## src/rtl/key_debounce_multi.sv

```systemverilog
// rtl/key_debounce_multi.sv - multi-channel key synchroniser, debouncer and press/release/long-press pulser
//
// Ports:
//   clk          system clock
//   rst_n        asynchronous active-low reset
//   key_in       raw asynchronous key pins, NUM_KEYS wide
//   key_level    debounced logical state per key, 1 = pressed regardless of pin polarity
//   key_press    one-cycle pulse when key_level rises
//   key_release  one-cycle pulse when key_level falls
//   key_long     one-cycle pulse once per press after LONG_MS of continuous hold (tied 0 when LONG_MS = 0)

module key_debounce_multi #(
  parameter int CLK_FREQ_HZ = 25_000_000,
  parameter int DEBOUNCE_MS = 20,
  parameter int LONG_MS     = 1000,
  parameter int NUM_KEYS    = 4,
  parameter int ACTIVE_LOW  = 1
) (
  input  logic                clk,
  input  logic                rst_n,
  input  logic [NUM_KEYS-1:0] key_in,
  output logic [NUM_KEYS-1:0] key_level,
  output logic [NUM_KEYS-1:0] key_press,
  output logic [NUM_KEYS-1:0] key_release,
  output logic [NUM_KEYS-1:0] key_long
);

  localparam int CYC_PER_MS  = CLK_FREQ_HZ / 1000;
  localparam int DB_CYCLES   = CYC_PER_MS * DEBOUNCE_MS;
  localparam int LONG_CYCLES = CYC_PER_MS * LONG_MS;
  localparam int DB_W        = $clog2(DB_CYCLES + 1);
  localparam int LONG_W      = (LONG_CYCLES > 0) ? $clog2(LONG_CYCLES + 1) : 1;

  localparam logic [DB_W-1:0] DB_LAST = DB_W'(DB_CYCLES - 1);
  // Raw pin value of an unpressed key; also the xor mask that turns a pin into "pressed".
  localparam logic IDLE_RAW = (ACTIVE_LOW != 0);

  for (genvar g = 0; g < NUM_KEYS; g++) begin : g_ch
    logic [1:0]      sync_q;
    logic            key_sync;
    logic [DB_W-1:0] db_cnt_q, db_cnt_d;
    logic            level_q, level_d;
    logic            press_q, press_d;
    logic            release_q, release_d;

    // Synchroniser resets to the idle pin value so an untouched key raises no event after reset.
    always_ff @(posedge clk or negedge rst_n) begin
      if (!rst_n) begin
        sync_q <= {2{IDLE_RAW}};
      end else begin
        sync_q <= {sync_q[0], key_in[g]};
      end
    end

    assign key_sync = sync_q[1] ^ IDLE_RAW;

    // The window counts consecutive cycles of disagreement; any agreement restarts it.
    always_comb begin
      db_cnt_d  = db_cnt_q;
      level_d   = level_q;
      press_d   = 1'b0;
      release_d = 1'b0;
      if (key_sync == level_q) begin
        db_cnt_d = '0;
      end else if (db_cnt_q == DB_LAST) begin
        db_cnt_d  = '0;
        level_d   = key_sync;
        press_d   = key_sync;
        release_d = ~key_sync;
      end else begin
        db_cnt_d = db_cnt_q + DB_W'(1);
      end
    end

    always_ff @(posedge clk or negedge rst_n) begin
      if (!rst_n) begin
        db_cnt_q  <= '0;
        level_q   <= 1'b0;
        press_q   <= 1'b0;
        release_q <= 1'b0;
      end else begin
        db_cnt_q  <= db_cnt_d;
        level_q   <= level_d;
        press_q   <= press_d;
        release_q <= release_d;
      end
    end

    assign key_level[g]   = level_q;
    assign key_press[g]   = press_q;
    assign key_release[g] = release_q;

    if (LONG_CYCLES > 0) begin : g_long
      localparam logic [LONG_W-1:0] LONG_MAX  = LONG_W'(LONG_CYCLES);
      localparam logic [LONG_W-1:0] LONG_LAST = LONG_W'(LONG_CYCLES - 1);

      logic [LONG_W-1:0] hold_cnt_q, hold_cnt_d;
      logic              long_q, long_d;

      // A release decided on this edge wins over a long-press on the same edge.
      // Saturating at LONG_MAX makes the pulse fire at most once per press.
      always_comb begin
        hold_cnt_d = hold_cnt_q;
        long_d     = 1'b0;
        if (!level_q || release_d) begin
          hold_cnt_d = '0;
        end else if (hold_cnt_q != LONG_MAX) begin
          hold_cnt_d = hold_cnt_q + LONG_W'(1);
          long_d     = (hold_cnt_q == LONG_LAST);
        end
      end

      always_ff @(posedge clk or negedge rst_n) begin
        if (!rst_n) begin
          hold_cnt_q <= '0;
          long_q     <= 1'b0;
        end else begin
          hold_cnt_q <= hold_cnt_d;
          long_q     <= long_d;
        end
      end

      assign key_long[g] = long_q;
    end else begin : g_no_long
      assign key_long[g] = 1'b0;
    end
  end

endmodule
```

## config.mk

```make
export PLATFORM = sky130hd
export DESIGN_NAME = key_debounce_multi
export DESIGN_NICKNAME = d
export VERILOG_FILES = /design/src/rtl/key_debounce_multi.sv
export SDC_FILE = /design/constraint.sdc
export NUM_CORES = 1
export LEC_CHECK = 0
export ABC_AREA = 0
export CAP_MARGIN = 30
export CORE_MARGIN = 5
export CORE_UTILIZATION = 65
export DETAILED_ROUTE_END_ITERATION = 8
export PLACE_DENSITY = 0.81
export SLEW_MARGIN = 30
export SYNTH_ARGS = -nofsm -noshare
export SYNTH_HDL_FRONTEND = slang
export SYNTH_SLANG_ARGS = --single-unit
```

## constraint.sdc

```tcl
create_clock -name clk -period 5.06 [get_ports clk]
set_clock_uncertainty 0.15 [all_clocks]
set_input_delay 0.506 -clock clk [delete_from_list [all_inputs] [get_ports clk]]
set_output_delay 0.506 -clock clk [all_outputs]
set_load 0.02 [all_outputs]
```

==> key figures <==
Min path
  • HP Class: reg2reg
  • Worst Hold Depth: 0
  • Endpoint, Worst Hold: g_ch[2].sync_q[1]$_DFF_PN1_
  • Worst Hold Launch: g_ch[2].sync_q[0]$_DFF_PN1_

Timing
  • Final Slew Violations: 0
  • Setup TNS: 0 ns
  • Final worst-path cycle share: roughly 52%
  • Final hold viol count: 0
  • Worst-Margin Slew: between 0.8 and 0.9 ns
  • Fmax: between 0.3 and 0.4 GHz
  • Unrepaired setup endpoints after global routing: false
  • Hold WS: between 0.2 and 0.25 ns
  • Final setup violation count: 0
  • Period minus WS final: 2.62 ns
  • Max-slew headroom: between 40 and 50%

Logic synthesis
  • Distinct cells, synth: 42
  • Synth Instances: between 900 and 1000
  • Async SR Flop Fraction: 100%
  • Post-synth EDFFs: 0
  • Register area share after synthesis: 51.8%
  • Avg Inst Size Synth: just under 10 sq um
  • Yosys Warn Count: 0
  • Post-synthesis cell area: about 0.0097 sq mm
  • Syn_nets: just under 1000
  • Synth Flop Type: dfrtp_1
  • #FFs+latches synth: 200

Global route
  • GRT overflow: 0
  • Pin count of the biggest net entering global routing: ~120
  • Global routing usage on met1: around 30%
  • GR peak layer: met2
  • All-Layer GR Usage: 20.5%
  • First-pass GRT wire length: around 30000 um
  • Met2 Use GR: 32.1%
  • Vias in the first global route: ~6600
  • M3 GR Usage: between 4 and 5%
  • Initial antenna violation count: 0

Die
  • Cell row count: 44
  • Io pins: 22
  • Die area: roughly 0.017 sq mm
  • Die height: 132 um
  • Initial core utilization: 66.3%
  • Core area: roughly 0.015 sq mm
  • Die X: about 130 um

Critical path
  • CP required: between 5 and 6 ns
  • RR Endpoint: g_ch[0].g_long.hold_cnt_q[13]$_DFFE_PN0P_
  • Crit Path Class: reg2reg
  • Setup crit end kind: register
  • CP arrival: 2.75 ns
  • Critical Path Start: g_ch[0].db_cnt_q[10]$_DFF_PN0_
  • Crit-path cells: or4b_1 > or4_1 > o21ai_4 > nor2_1
  • CP startpoint kind: register
  • FF-to-FF path depth: 4
  • R2r startpoint: g_ch[0].db_cnt_q[10]$_DFF_PN0_
  • Max incr delay on CP: roughly 0.65 ns
  • CP max FO: 26
  • R2R setup slack: 2.44 ns
  • CP max-delay cell: or4_1

Power
  • VDD IR max: between 0.2 and 0.25 mV
  • PwrDens: 288 mW/mm^2
  • Leak Pwr: around 4.3 nW

Clocking
  • Worst-Skew Late Latency: roughly 0.43 ns
  • Root buffer cell: clkbuf_16
  • Clock tree buffer depth: 2
  • CTS tree: yes
  • Clock sinks: 200
  • H-tree lvl count: 4
  • Number of buffers created by CTS: 17
  • Clk slew on worst S/H paths: 0.06 ns
  • Post_cts resized: 0

Route
  • Remaining antenna violation count: 0
  • Via/cell ratio: between 5 and 6
  • Final wirelength: between 15000 and 20000 um
  • DR pass1 iterations: 5
  • Vias: a little under 7000
  • Residual DRC count: 0
  • Routed WL per cell: roughly 14 um
  • DRT iter0 DRCs: 428

Cells and area
  • Final-layout fill cell count: between 1000 and 1500
  • Post-route cell area: between 0.01 and 0.015 sq mm
  • Utilization after layout: a little over 70%
  • Ant. Diodes: 0
  • Nets: ~1000
  • Area Growth Syn to Fin: 9.53%
  • Share of layout cells above drive strength 1: ~5.7%

Outcome
  • Outcome: completed

Place
  • HPWL Detailed: about 11000 um
  • DP Area: approximately 0.0099 sq mm
  • Port Buf Inserts: 21
  • Final Wtd Congestion: 0.829

Flow run
  • Max Cap Viol: 0
-- cell usage after synthesis (all sizes together) (6+ instances only) --
cell    number  area, sq um
o21ai        7         53.8
nand2       66          250
buf         27          190
and2         7         43.8
clkbuf       7         26.3
dfstp        8          210
ha          12          150
and4        16          140
nor4        18          113
a21oi        6         30.0
xnor2       57          499
inv         17         63.8
dfrtp      192         4800
nor2       204          766
nor3        17         90.1
xor2       103          902
and3        32          200
nand4       51          319
nor4b       10         87.6
or4         10         75.1
nand3       71          355
-- registers in the layout (all words and copies together) (netlist names) --
signal and count:
g_ch.db_cnt_q 76, g_ch.g_long.hold_cnt_q 100, g_ch.sync_q 8, g_ch.release_q 4, g_ch.g_long.long_q 4, g_ch.level_q 4
g_ch.press_q 4
-- layout make-up --
cell class / instances / area [sq um] / area share, %
clock inverter: 8 / 119 / 1.12
inverter: 17 / 63.8 / 0.602
clock buffer: 24 / 482 / 4.55
sequential: 200 / 5010 / 47.3
tap: 184 / 230 / 2.17
timing repair buffer: 25 / 268 / 2.53
multi-input combinational: 726 / 4420 / 41.7
-- cells in the final DEF (no fill, tap or decap), types with 6 or more instances in the layout --
| cell type | n |
|---|---|
| or4_1 | 10 |
| inv_1 | 17 |
| dfstp_2 | 8 |
| and3_1 | 32 |
| dfrtp_1 | 192 |
| nor4b_1 | 9 |
| ha_1 | 12 |
| clkdlybuf4s50_1 | 20 |
| and4_1 | 16 |
| and2_1 | 7 |
| a21oi_1 | 6 |
| nand2_1 | 65 |
| nor3_1 | 16 |
| nand3_1 | 71 |
| nor4_1 | 15 |
| xor2_1 | 103 |
| xnor2_1 | 57 |
| clkbuf_16 | 17 |
| nor2_1 | 204 |
| nand4_1 | 51 |
-- through the flow --
step,cells,worst slack (ns),power [W]
after global routing,1184,2.29,0.00317
after global placement,1150,2.37,0.00171
after detailed placement,1150,2.35,0.00171
final,1184,2.44,0.00306
after floorplan,977,2.81,0.00167
after CTS,1182,2.35,0.00308
-- power by group --
| group | switching (W) | total (W) | leakage [nW] | internal (W) |
|---|---|---|---|---|
| clock network | 0.000555 | 0.00137 | 0.298 | 0.000816 |
| logic | 0.0000462 | 0.0000623 | 1.25 | 0.0000162 |
| registers | 0.0000109 | 0.00162 | 2.76 | 0.00161 |
-- critical path: cells and delay by family, from the launching register on --
family             cells  cell delay (ns)
and+or+nand+nor        3             1.32
DFF                    1             0.43
AOI/OAI and AO/OA      1             0.57
-- cells by family after synthesis --
| family | synth area share [%] |
|---|---|
| and+or+nand+nor | 27.7 |
| muxes | 0.414 |
| adders and majority gates | 1.55 |
| DFF | 51.8 |
| buffers and inverters | 2.90 |
| AOI/OAI and AO/OA | 1.09 |
| xor gates and xnor gates | 14.5 |
-- worst max-delay path by stage --
stage / endpoint / slack (ns)
finish: g_ch[0].g_long.hold_cnt_q[13]$_DFFE_PN0P_ / 2.44
global route: g_ch[0].g_long.hold_cnt_q[0]$_DFFE_PN0P_ / 2.29
CTS: g_ch[2].g_long.hold_cnt_q[9]$_DFFE_PN0P_ / 2.35
detailed placement: g_ch[2].g_long.hold_cnt_q[13]$_DFFE_PN0P_ / 2.35
global placement: g_ch[3].g_long.long_q$_DFF_PN0_ / 2.37
floorplan: g_ch[0].g_long.hold_cnt_q[10]$_DFFE_PN0P_ / 2.81
-- routing by layer --
metal	wire length [um]	vias to the layer above
met5	0	-
met4	130	0
met3	438	10
met2	7910	79
met1	8510	3313
li1	-	3330
-- repair_timing --
action | 4_1_cts | 5_1_grt
buffers inserted | 0 | 0
hold endpoints to repair | 0 | 53
hold buffers | 0 | 1
No activity file was read; power rests on OpenSTA's default activity.
